## config.mk

```make
export PLATFORM = sky130hd
export DESIGN_NAME = morse_key_decoder
export DESIGN_NICKNAME = d
export VERILOG_FILES = /design/src/rtl/morse_pkg.sv /design/src/rtl/morse_lut.sv /design/src/rtl/morse_key_decoder.sv
export SDC_FILE = /design/constraint.sdc
export NUM_CORES = 1
export LEC_CHECK = 0
export ABC_CLOCK_PERIOD_IN_PS = 2200
export CORE_MARGIN = 3
export CORE_UTILIZATION = 50
export DETAILED_ROUTE_END_ITERATION = 10
export PLACE_DENSITY = 0.7
export SYNTH_ARGS = -nofsm -noshare
export SYNTH_HDL_FRONTEND = slang
export SYNTH_SLANG_ARGS = --single-unit
```

## constraint.sdc

```tcl
create_clock -name clk -period 2.2 [get_ports clk]
set_clock_uncertainty 0.05 [all_clocks]
set_input_delay 0.22 -clock clk [delete_from_list [all_inputs] [get_ports clk]]
set_output_delay 0.22 -clock clk [all_outputs]
set_load 0.01 [all_outputs]
```

## src/rtl/morse_pkg.sv

```systemverilog
// morse_pkg: Morse FSM states, unit thresholds and ASCII constants shared by the Morse key decoder.
package morse_pkg;
  typedef enum logic [1:0] {IDLE, MARK, GAP, WORD} state_t;
  localparam logic [2:0] DOT_MAX_UNITS  = 3'd1;
  localparam logic [2:0] LETTER_GAP     = 3'd2;
  localparam logic [2:0] WORD_GAP       = 3'd5;
  localparam logic [2:0] MAX_SYMBOL_LEN = 3'd6;
  localparam logic [7:0] ASCII_SPACE    = 8'h20;
  localparam logic [7:0] ASCII_ERR      = 8'h3F;
endpackage

```

## src/rtl/morse_lut.sv

```systemverilog
// morse_lut: maps a {len,code} Morse symbol (dot=0, dash=1, first element most significant) to ASCII.
module morse_lut
  import morse_pkg::*;
(
  input  logic [2:0] len,
  input  logic [5:0] code,
  output logic       valid,
  output logic [7:0] ascii
);
  always_comb begin
    ascii = ASCII_ERR;
    case ({len, code})
      {3'd1, 6'b000000}: ascii = "E";
      {3'd1, 6'b000001}: ascii = "T";
      {3'd2, 6'b000000}: ascii = "I";
      {3'd2, 6'b000001}: ascii = "A";
      {3'd2, 6'b000010}: ascii = "N";
      {3'd2, 6'b000011}: ascii = "M";
      {3'd3, 6'b000000}: ascii = "S";
      {3'd3, 6'b000001}: ascii = "U";
      {3'd3, 6'b000010}: ascii = "R";
      {3'd3, 6'b000011}: ascii = "W";
      {3'd3, 6'b000100}: ascii = "D";
      {3'd3, 6'b000101}: ascii = "K";
      {3'd3, 6'b000110}: ascii = "G";
      {3'd3, 6'b000111}: ascii = "O";
      {3'd4, 6'b000000}: ascii = "H";
      {3'd4, 6'b000001}: ascii = "V";
      {3'd4, 6'b000010}: ascii = "F";
      {3'd4, 6'b000100}: ascii = "L";
      {3'd4, 6'b000110}: ascii = "P";
      {3'd4, 6'b000111}: ascii = "J";
      {3'd4, 6'b001000}: ascii = "B";
      {3'd4, 6'b001001}: ascii = "X";
      {3'd4, 6'b001010}: ascii = "C";
      {3'd4, 6'b001011}: ascii = "Y";
      {3'd4, 6'b001100}: ascii = "Z";
      {3'd4, 6'b001101}: ascii = "Q";
      {3'd5, 6'b011111}: ascii = "0";
      {3'd5, 6'b001111}: ascii = "1";
      {3'd5, 6'b000111}: ascii = "2";
      {3'd5, 6'b000011}: ascii = "3";
      {3'd5, 6'b000001}: ascii = "4";
      {3'd5, 6'b000000}: ascii = "5";
      {3'd5, 6'b010000}: ascii = "6";
      {3'd5, 6'b011000}: ascii = "7";
      {3'd5, 6'b011100}: ascii = "8";
      {3'd5, 6'b011110}: ascii = "9";
      default:           ascii = ASCII_ERR;
    endcase
  end
  assign valid = ascii != ASCII_ERR;
endmodule

```

## src/rtl/morse_key_decoder.sv

```systemverilog
// morse_key_decoder: debounces a hand key, times marks/spaces in dot units and emits ASCII per letter/word gap.
module morse_key_decoder
  import morse_pkg::*;
#(
  parameter logic [23:0] DOT_TICKS      = 24'd10_000_000,
  parameter logic [15:0] DEBOUNCE_TICKS = 16'd1_000
) (
  input  logic       clk,
  input  logic       rst_n,
  input  logic       morse_in,
  output logic [7:0] char_out,
  output logic       char_strb,
  output logic       decode_err,
  output logic       busy
);
  logic s0, s1, key_db, flip, dash, ovf, valid;
  logic [15:0] db_cnt;
  logic [23:0] tick_cnt;
  logic [2:0] unit_cnt, len;
  logic [5:0] code;
  logic [7:0] ascii;
  state_t state;
  // flip marks the cycle key_db toggles, so the FSM still sees the pre-clear unit count
  assign flip = (s1 != key_db) && (db_cnt == DEBOUNCE_TICKS);
  assign dash = unit_cnt > DOT_MAX_UNITS;
  always_ff @(posedge clk) begin
    if (!rst_n) begin
      s0 <= 1'b0;
      s1 <= 1'b0;
      key_db <= 1'b0;
      db_cnt <= '0;
    end else begin
      s0 <= morse_in;
      s1 <= s0;
      db_cnt <= (s1 == key_db || flip) ? '0 : db_cnt + 16'd1;
      if (flip) key_db <= s1;
    end
  end
  always_ff @(posedge clk) begin
    if (!rst_n || flip) begin
      tick_cnt <= '0;
      unit_cnt <= '0;
    end else if (tick_cnt == DOT_TICKS - 24'd1) begin
      tick_cnt <= '0;
      unit_cnt <= unit_cnt + {2'b0, unit_cnt != 3'd7};
    end else begin
      tick_cnt <= tick_cnt + 24'd1;
    end
  end
  morse_lut u_lut (
    .len  (len),
    .code (code),
    .valid(valid),
    .ascii(ascii)
  );
  always_ff @(posedge clk) begin
    if (!rst_n) begin
      state <= IDLE;
      code <= '0;
      len <= '0;
      ovf <= 1'b0;
      char_out <= 8'h00;
      char_strb <= 1'b0;
      decode_err <= 1'b0;
      busy <= 1'b0;
    end else begin
      char_strb <= 1'b0;
      decode_err <= 1'b0;
      case (state)
        IDLE: if (key_db) begin
          state <= MARK;
          busy <= 1'b1;
        end
        MARK: if (flip) begin
          if (len == MAX_SYMBOL_LEN) ovf <= 1'b1;
          else begin
            code <= {code[4:0], dash};
            len <= len + 3'd1;
          end
          state <= GAP;
        end
        GAP: if (unit_cnt == LETTER_GAP) begin
          char_out <= (valid && !ovf) ? ascii : ASCII_ERR;
          decode_err <= !valid || ovf;
          char_strb <= 1'b1;
          busy <= 1'b0;
          code <= '0;
          len <= '0;
          ovf <= 1'b0;
          state <= WORD;
        end else if (key_db) state <= MARK;
        WORD: if (unit_cnt == WORD_GAP) begin
          char_out <= ASCII_SPACE;
          char_strb <= 1'b1;
          state <= IDLE;
        end else if (key_db) begin
          state <= MARK;
          busy <= 1'b1;
        end
        default: state <= IDLE;
      endcase
    end
  end
endmodule
```

==> results.txt <==
- In the routed layout, each cell is associated on average with a via count of 5.42.
- Setup repair after global routing missed its margin: yes
- H-tree depth: 3
* Clk sink count: 68
- Antenna violations before repair: 0
- After detailed routing, the average wire length per cell comes to 13.3 µm.
- During I/O placement, the number of pins put on the boundary was 14.
- The critical path goes through mux2_1 -> or4_4 -> and3_4 -> and2_4 -> a21o_1 -> o31a_1.
* Delay contributed by the slowest stage of the critical path: 0.52 ns
- Combinational cells account for 2.3% of the total power.
- After the last flow step, the layout net total stands at 483.
- In this run, CTS created clock tree buffers numbering 9.
- The post-route netlist has 18.5% of its cells at a drive strength greater than 1.
- Routability-driven placement congestion ratio: 0.909
* TritonCTS clock tree: done
- In this run the core area contains 30 standard-cell rows.
- Once placement finished, the instance area stood at 4010 µm².
- CTS max path bufs: 2
- Total grt overflow: 0
- Yosys attributes the largest share of cell area to sky130_fd_sc_hd__dfxtp_1 38%, sky130_fd_sc_hd__nor2_1 6.9%, sky130_fd_sc_hd__xor2_1 5.9%, sky130_fd_sc_hd__nand2_1 4.1%, sky130_fd_sc_hd__xnor2_1 3.5%.
- Result of the run: finished clean
- Setup violations, final: 0
- In this run the power spent charging and discharging nets is 0.493 mW.
- Antenna Nets Post-Route: 0
- Beginning of the worst hold path: s0
- Counting I/O delays and the setup requirement, the final critical path takes 2.14 ns.
- The number of cells on the worst reg-to-reg path is 6.
- The filler cells instantiated in the layout total 580.
- STA classifies the critical path endpoint as a flip-flop.
- The area growth from synthesis to layout is 23.6%.
* Crit path max-delay cell type: sky130_fd_sc_hd__or4_4
- Highest-count cells in the layout ignoring fill and taps: 65 x sky130_fd_sc_hd__nor2_1, 64 x sky130_fd_sc_hd__dfxtp_1, 38 x sky130_fd_sc_hd__buf_4, 36 x sky130_fd_sc_hd__nand2_1, 24 x sky130_fd_sc_hd__xor2_1
* Clock slew seen by the registers of the worst setup and hold paths: 0.07 ns
- Of all flip-flops after synthesis, the portion carrying an async set or reset was 0%.
* Vias in the first global route: 2843
- At the pin with the least slew margin, the transition time is 0.533 ns.
- Fin. Hold Viols: 0
* Worst R2R End: char_out[0]
* Violation count after the first detailed-route iteration: 138
- Flip-flop and latch count after synthesis: 68
- The worst-case IR drop observed on VDD is 0.000661 V.
- Leading area contributor after synthesis: sky130_fd_sc_hd__dfxtp_1
- Die Footprint: 8140 µm²
* Leakage: 1.61 nW
- Sequential group share of total power: 49.9%
* Final Util: 64.2%
- For this run, the number of Yosys warnings is 0.
- The sequential cells in the finished layout cover a total of 1370 µm².
* Synthesized netlist net count: 437
- Data required, critical path: 2.39 ns
- The worst register-to-register path begins at code[4].
* Synth unique cells: 60
* Clock root cell: sky130_fd_sc_hd__clkbuf_8
- Path type of the worst setup path: reg -> reg
* Final count of pins violating max slew: 0
- Routed WL: 7610 µm
- First-pass DRT Iterations: 4
- Worst skew pair latency: 0.34 ns
* R2R setup slack: 0.06 ns
- The initial utilization of the core area, before any placement, comes to 51.9%.
* First-pass GRT wire length: 12600 µm
- Cell internal power was estimated by the tool at 2.00 mW.
- Dividing the final minimum period by the clock period gives 97.4%.
* Post-synthesis cell area: 3550 µm²
* Overall die height: 90.2 µm
* Min-Delay Path Class: reg -> reg
* End point of the most critical hold path: s1
- Sequential cell area fraction in the yosys report: 38.4%
- Setup slack after layout: 0.0579 ns
- Of all nets on the critical path, the largest fanout is 4.
- Dividing total power by cell area gives a power density of 567 nW/µm².
* Via Count: 3101
* Mean post-synth cell area: 8.35 µm²
- Startpoint type of the worst setup path: flip-flop
* Overall die width: 90.2 µm
- For this run, the leading register cell type out of synthesis is sky130_fd_sc_hd__dfxtp_1.
* Total inserted antenna cells: 0
* Area of all placed cells without fillers: 4390 µm²
- Placed wire-length estimate: 5430 µm
- Sw Ratio: 19.8%
* Hold depth: 1
* Share of total power in the clock network: 47.9%
- Buffers on Ports: 12
* Area of the multi-input gates: 2130 µm²
- Largest net degree at the start of global routing: 24
- The library cell used most frequently in the layout, excluding fill and tap cells, is sky130_fd_sc_hd__nor2_1.
* Data arrival, critical path: 2.33 ns
- Number of max-capacitance violations reported: 0
* Top cell type's share of synthesized area: 38.4%
- DRC violations left: 0
- Number of flops mapped to enable cells by yosys: 0
* Overall Global Routing Usage: 18.6%
* Slew margin rel.: 63.9%
- Number of standard cells after synthesis: 425
- Setup Slack @ Placement: -0.111 ns
* Core footprint: 6830 µm²
* Highest clock frequency the design can meet: 467 MHz
==> per-stage QoR <==
stage / power, mW / cells / setup TNS [ns] / hold WS [ns]
finish: 2.49 / 572 / 0 / 0.387
CTS: 2.50 / 568 / 0 / 0.388
global route: 2.57 / 572 / -0.108 / 0.392
floorplan: 1.30 / 425 / 0 / 0.297
detailed placement: 1.32 / 552 / -0.111 / 0.371
global placement: 1.32 / 552 / -0.00851 / 0.366
==> state kept, by name (all words and copies together), names as in the netlist, 2 cells and up <==
signal	cells
tick_cnt	24
unit_cnt	3
len	3
state	2
char_out	7
code	6
db_cnt	16
==> layout make-up <==
type,instances,area share [%]
clock inverters,3,1.54
flip-flops and latches,68,31.1
inverters,14,1.20
multi-input cells,324,48.5
well taps,96,2.74
repair buffers,54,11.0
clock buffers,13,3.85
==> worst max path at each step <==
stage                  endpoint  slack [ns]    start  cells after the start
detailed placement  char_out[1]       -0.11  code[4]                      6
global route        char_out[0]       -0.03   len[0]                      9
finish              char_out[0]        0.06  code[4]                      6
global placement    char_out[1]      -0.009  code[4]                      6
CTS                 char_out[0]        0.01  code[4]                      6
floorplan           char_out[0]       0.009  code[4]                      6
==> layer usage <==
layer	GRT usage (%)	vias to the layer above	routed length, µm
met5	0	-	0
met4	7.02	0	136
met3	4.52	17	274
met2	30.6	68	3600
met1	23.7	1432	3590
li1	-	1584	-
==> repair_timing <==
action | in CTS | in global routing
gates resized for setup | 7 | 21
setup buffers | 0 | 2
setup endpoints to repair | 3 | 36
hold buffers | 0 | 0
pin swaps | 0 | 5
cloned | 0 | 2
endpoints found under the hold margin | 0 | 0
==> worst max-delay path, delay by kind of cell, from the launching register on <==
kind / cells / cell delay [ns]
and+or+nand+nor: 3 / 0.84
AOI/OAI and AO/OA: 2 / 0.49
DFF: 1 / 0.33
muxes: 1 / 0.33
==> power groups by stage <==
stage | sequential (mW) | combinational, mW | clock (mW)
after floorplan | 1.27 | 0.0300 | 0
after global placement | 1.27 | 0.0464 | 0
after detailed placement | 1.27 | 0.0471 | 0
after CTS | 1.24 | 0.0475 | 1.21
after global routing | 1.24 | 0.0625 | 1.27
final | 1.24 | 0.0562 | 1.19
==> kinds of logic (layout without fill, tap and decap cells) <==
group                      after synthesis  in the layout  share of synthesized area, %
and+or+nand+nor                        207            207                          30.5
DFF                                     68             68                          38.4
AOI/OAI and AO/OA                       56             56                          10.9
xor gates and xnor gates                38             38                          9.38
buffers and inverters                   33             84                          3.88
muxes                                   13             13                          3.74
adders and majority gates                9              9                          3.17
other                                    1              1                         0.106
==> Yosys cell counts (9+ instances only) <==
library cell / number
sky130_fd_sc_hd__dfxtp_1: 68
sky130_fd_sc_hd__nor2_1: 65
sky130_fd_sc_hd__nand2_1: 39
sky130_fd_sc_hd__xor2_1: 24
sky130_fd_sc_hd__nand3_1: 19
sky130_fd_sc_hd__o21ai_0: 14
sky130_fd_sc_hd__xnor2_1: 14
sky130_fd_sc_hd__inv_1: 13
sky130_fd_sc_hd__clkbuf_1: 12
sky130_fd_sc_hd__mux2i_1: 11
sky130_fd_sc_hd__a21oi_1: 10
sky130_fd_sc_hd__nand4_1: 10
sky130_fd_sc_hd__and3_1: 9
sky130_fd_sc_hd__ha_1: 9
(Power assumes the default switching activity.)
==> variant 1 (config.mk and constraints unchanged) <==
The 4 states of `state_t` get a one-hot encoding in 4 bits.
--- a/src/rtl/morse_pkg.sv
+++ b/src/rtl/morse_pkg.sv
@@ -1,5 +1,5 @@
 // morse_pkg: Morse FSM states, unit thresholds and ASCII constants shared by the Morse key decoder.
 package morse_pkg;
-  typedef enum logic [1:0] {IDLE, MARK, GAP, WORD} state_t;
+  typedef enum logic [3:0] {IDLE = 4'b0001, MARK = 4'b0010, GAP = 4'b0100, WORD = 4'b1000} state_t;
   localparam logic [2:0] DOT_MAX_UNITS  = 3'd1;
   localparam logic [2:0] LETTER_GAP     = 3'd2;
Check against the original RTL: no difference found for any inputs over 10 cycles, from zero or initial values and one cycle with rst_n low; not proved beyond that.
==> variant 1 against the unedited design <==
  * Global-route usage increased by 2.1 points
  * Sequential cell count increased by 2
  * Largest power group unchanged
  * Via count increased by 7.5%
  * Setup slack improved by 0.014 ns
  * Count of clock-buffer cells in the layout decreased by 4
  * Synthesized area increased by 5.8%
  * Routed wire length increased by 13%
  * Total power decreased by 0.87%
  * Critical path depth increased by 1
  * Design area decreased by 1.2%
  * Critical endpoint is now char_out[2]$_SDFFE_PN0P_
  * Clock power decreased by 4%
==> variant 1: results (changes against the unedited design) <==
[metrics] final WL: 8600 um (+13%)
[metrics] WL met2: 4010 um (+11%)
[metrics] Worst Hold Class: primary input to register
[metrics] maximum fanout encountered on the critical timing path: 7 (+3)
[metrics] vias: 3,334 (+7.5%)
[metrics] most common cell in the synthesized netlist: nor2_1
[metrics] post-synth cell types: 68 (+13%)
[metrics] top post-synthesis cells by count: nor2_1 (74), dfxtp_1 (70), nand2_1 (36)
[metrics] slowest stage cell on the critical path: or4b_1
[metrics] mean cell area of the mapped netlist: 8.16 um2 (-2.3%)
[metrics] worst slack, placed: 0.0214 ns (+0.132 ns)
[metrics] worst IR drop on VDD: 0.660 mV (about the same)
[metrics] number of detailed-route iterations in the first pass: 5 (+1)
[metrics] sequential element share of the synthesized area: 0.373 (-0.0103)
[metrics] placed insts: 572 (+3.6%)
[metrics] Cell Area, Placed: 4080 um2 (+1.6%)
[metrics] final weighted congestion of routability-driven global placement: 0.977 (+7.4%)
[metrics] overall fraction of global-route tracks in use: 0.207 (+0.0212)
[metrics] hold path cells: 2 (+1)
[metrics] share of post-route cells with drive strength above 1: 0.126 (-0.0591)
[metrics] Final Net Count: 500 (+3.5%)
[metrics] status: complete, no violations
[metrics] number of nets in the synthesized netlist: 472 (+8.0%)
[metrics] wire length of the first global-routing pass: 14,400 um (+14%)
[metrics] wire length on met1: 3830 um (+6.7%)
[metrics] number of violations reported at the end of detailed-routing iteration 0: 171 (+24%)
variant 1: final timing paths:
| path | startpoint | endpoint | slack, ns |
|---|---|---|---|
| worst max-delay path | len[0]$_SDFFE_PN0P_ | char_out[2]$_SDFFE_PN0P_ | 0.07 |
| worst min-delay path | morse_in | s0$_SDFF_PN0_ | 0.40 |
| worst max register to register | len[0]$_SDFFE_PN0P_ | char_out[2]$_SDFFE_PN0P_ | 0.07 |
| worst min register to register | s0$_SDFF_PN0_ | s1$_SDFF_PN0_ | 0.40 |
variant 1: area by class of cell:
type,count,area (um2)
clock inverter,7,97.6
inverter,15,56.3
timing repair buffer,39,323
multi-input combinational,353,2210
clock buffer,9,124
sequential,70,1400
tap,96,120
fill,631,2690
variant 1: repair_timing:
item	4_1_cts	5_1_grt
gates resized for setup	0	6
endpoints found under the setup margin	0	10
buffers inserted	0	1
variant 1: kinds of logic after synthesis:
kind of cell,after synthesis,share of synthesized area
XOR/XNOR,40,0.0933
flip-flops,70,0.373
adder cells (fa/ha/maj),9,0.0300
multiplexers,5,0.0137
other,1,0.000999
AND/OR/NAND/NOR,215,0.299
buffers and inverters,37,0.0450
AO/OA/AOI/OAI,83,0.144
variant 1: power breakdown:
part	internal (mW)	switching [mW]
Combinational	0.0145	0.0284
Sequential	1.27	0.00676
Clock	0.643	0.501
Total	1.93	0.537
variant 1: routing by layer:
metal,up-vias,track usage
met5,-,0
met4,0,0.0977
met3,24,0.0431
met2,117,0.333
met1,1507,0.266
li1,1686,-
==> variant 2 (config.mk and constraints unchanged) <==
Made on the original files. `DOT_TICKS`: 24'd10_000_000 -> 24'd8388608.
--- a/src/rtl/morse_key_decoder.sv
+++ b/src/rtl/morse_key_decoder.sv
@@ -3,5 +3,5 @@
   import morse_pkg::*;
 #(
-  parameter logic [23:0] DOT_TICKS      = 24'd10_000_000,
+  parameter logic [23:0] DOT_TICKS      = 24'd8388608,
   parameter logic [15:0] DEBOUNCE_TICKS = 16'd1_000
 ) (
Behaviour: same outputs for any inputs over 10 cycles, from zero or initial values and one cycle with rst_n low; that may be too few to reach the edited logic, so the function may still have changed.
==> variant 2 against the unedited design <==
  * Sequential share of layout area increased by 1.6 points
  * Utilization shrank 3.6 points
  * Total power about the same
  * Final cell count is 2.6% lower
  * Sequential cell count unchanged
  * Global-route usage shrank 0.26 points
  * Routed wire length is 4.9% lower
  * Design area down 5.1%
  * Count of clock-buffer cells in the layout down 2
  * Die area is 1.2% higher
  * Synthesized area grew 1.3%
  * Setup slack gained 0.054 ns
  * Critical path type unchanged
  * Largest cell class unchanged
==> variant 2: results (changes against the unedited design) <==
[metrics] status: complete, no violations
[metrics] pin count of the biggest net entering global routing: 23 (-4.2%)
[metrics] insertion delay to the later sink of the worst-skew pair: 0.35 ns
[metrics] post-synth cell types: 65 (+8.3%)
[metrics] CP Launch Type: register
[metrics] number of buffers added by the clock tree synthesis step: 9 (unchanged)
[metrics] CP delay by family, top: compound AO/OA/AOI/OAI gates
[metrics] maximum fanout encountered on the critical timing path: 6 (+2)
[metrics] top post-synthesis cells by count: dfxtp_1 (68), nor2_1 (68), nand2_1 (27)
[metrics] remaining max-slew budget at the tightest pin: 0.652 (+0.0128)
[metrics] count of flip-flops with a built-in enable after synthesis: 0 (unchanged)
[metrics] delay of the slowest critical-path stage: 0.37 ns (-0.15 ns)
[metrics] number of violations reported at the end of detailed-routing iteration 0: 133 (-3.6%)
[metrics] fraction of met1 tracks used by global routing: 0.236 (-0.000745)
[metrics] depth of the worst register-to-register path: 9 (+3)
[metrics] critical path arrival: 2.27 ns (-0.06 ns)
[metrics] final weighted congestion of routability-driven global placement: 0.968 (+6.5%)
[metrics] biggest regs: tick_cnt (24), db_cnt (16), char_out (7)
[metrics] Switch Pwr: 0.484 mW (-1.9%)
[metrics] worst IR drop on VDD: 0.339 mV (-49%)
[metrics] Worst Hold Path EP: s1$_SDFF_PN0_
[metrics] Cell Area, Placed: 3910 um2 (-2.7%)
[metrics] Final Net Count: 469 (-2.9%)
[metrics] wire length of the first global-routing pass: 12,500 um (-0.60%)
[metrics] vias in the first global route: 2,797 (-1.6%)
[metrics] worst flop-to-flop path startpoint: len[0]$_SDFFE_PN0P_
[metrics] Global Route met3 Usage: 0.0558 (+0.0106)
[metrics] worst slack, placed: 0.0708 ns (+0.182 ns)
[metrics] antenna violations before repair: 0 (unchanged)
[metrics] final worst-path cycle share: 0.949 (-0.0246)
[metrics] number of nets in the synthesized netlist: 443 (+1.4%)
[metrics] sequential element share of the synthesized area: 0.379 (-0.00494)
[metrics] Clock H-tree levels: 3 (unchanged)
[metrics] Detail Placement HPWL: 5170 um (-5.0%)
[metrics] share of post-route cells with drive strength above 1: 0.126 (-0.0591)
[metrics] slack of the worst reg-to-reg path: 0.11 ns (+0.05 ns)
[metrics] vias: 3,001 (-3.2%)
[metrics] overall fraction of global-route tracks in use: 0.184 (-0.00257)
[metrics] number of detailed-route iterations in the first pass: 4 (unchanged)
[metrics] slowest stage cell on the critical path: dfxtp_1
[metrics] number of fillers in the final layout: 640 (+10%)
[metrics] GRT met2 Usage: 0.290 (-0.0159)
[metrics] final WL: 7240 um (-4.9%)
[metrics] I/O Buffers: 12 (unchanged)
[metrics] LEAKAGE: 1.57 nW (-2.5%)
[metrics] CTS max path bufs: 2 (unchanged)
[metrics] top cells by area, synth: dfxtp_1 (38%), nor2_1 (7.1%), xor2_1 (5.8%)
[metrics] hold path cells: 1 (unchanged)
-- variant 2: layout make-up --
class	count	area, um2	area share
multi-input combinational	324	2070	0.496
sequential	68	1360	0.328
timing repair buffer	40	330	0.0793
clock buffer	11	131	0.0316
tap	96	120	0.0288
clock inverter	4	98.8	0.0237
inverter	14	52.6	0.0126
-- variant 2: routing by layer --
| layer | share of wire | up-vias |
|---|---|---|
| met5 | 0 | - |
| met4 | 0.012 | 0 |
| met3 | 0.049 | 7 |
| met2 | 0.45 | 63 |
| met1 | 0.49 | 1383 |
| li1 | - | 1548 |
-- variant 2: power groups by stage --
stage	logic [mW]	clock network, mW	registers, mW
3_3_place_gp	0.0406	0	1.27
4_1_cts	0.0411	1.24	1.24
5_1_grt	0.0469	1.29	1.24
6_report	0.0405	1.20	1.24
2_1_floorplan	0.0286	0	1.27
3_5_place_dp	0.0410	0	1.27
-- variant 2: cell families after synthesis --
family | count (synthesis) | share of synthesized area
fa+ha+maj | 9 | 0.0313
compound gates | 73 | 0.139
buf+inv | 39 | 0.0494
simple gates | 190 | 0.273
other cells | 1 | 0.00104
flops | 68 | 0.379
xor+xnor | 39 | 0.0950
mux | 12 | 0.0334
-- variant 2: through the flow --
| stage | setup TNS [ns] | power, mW | util | hold slack [ns] | std cells |
|---|---|---|---|---|---|
| finish | 0 | 2.49 | 0.606 | 0.387 | 557 |
| detailed placement | 0 | 1.31 | 0.568 | 0.376 | 540 |
| global route | -0.0951 | 2.58 | 0.606 | 0.426 | 557 |
| global placement | 0 | 1.31 | 0.568 | 0.363 | 540 |
| floorplan | 0 | 1.30 | - | 0.297 | 431 |
| CTS | 0 | 2.53 | 0.602 | 0.393 | 555 |
-- variant 2: what timing repair did --
item,CTS,global route
gates resized for setup,0,5
buffers inserted,0,2
hold endpoints to repair,0,0
setup endpoints to repair,0,6
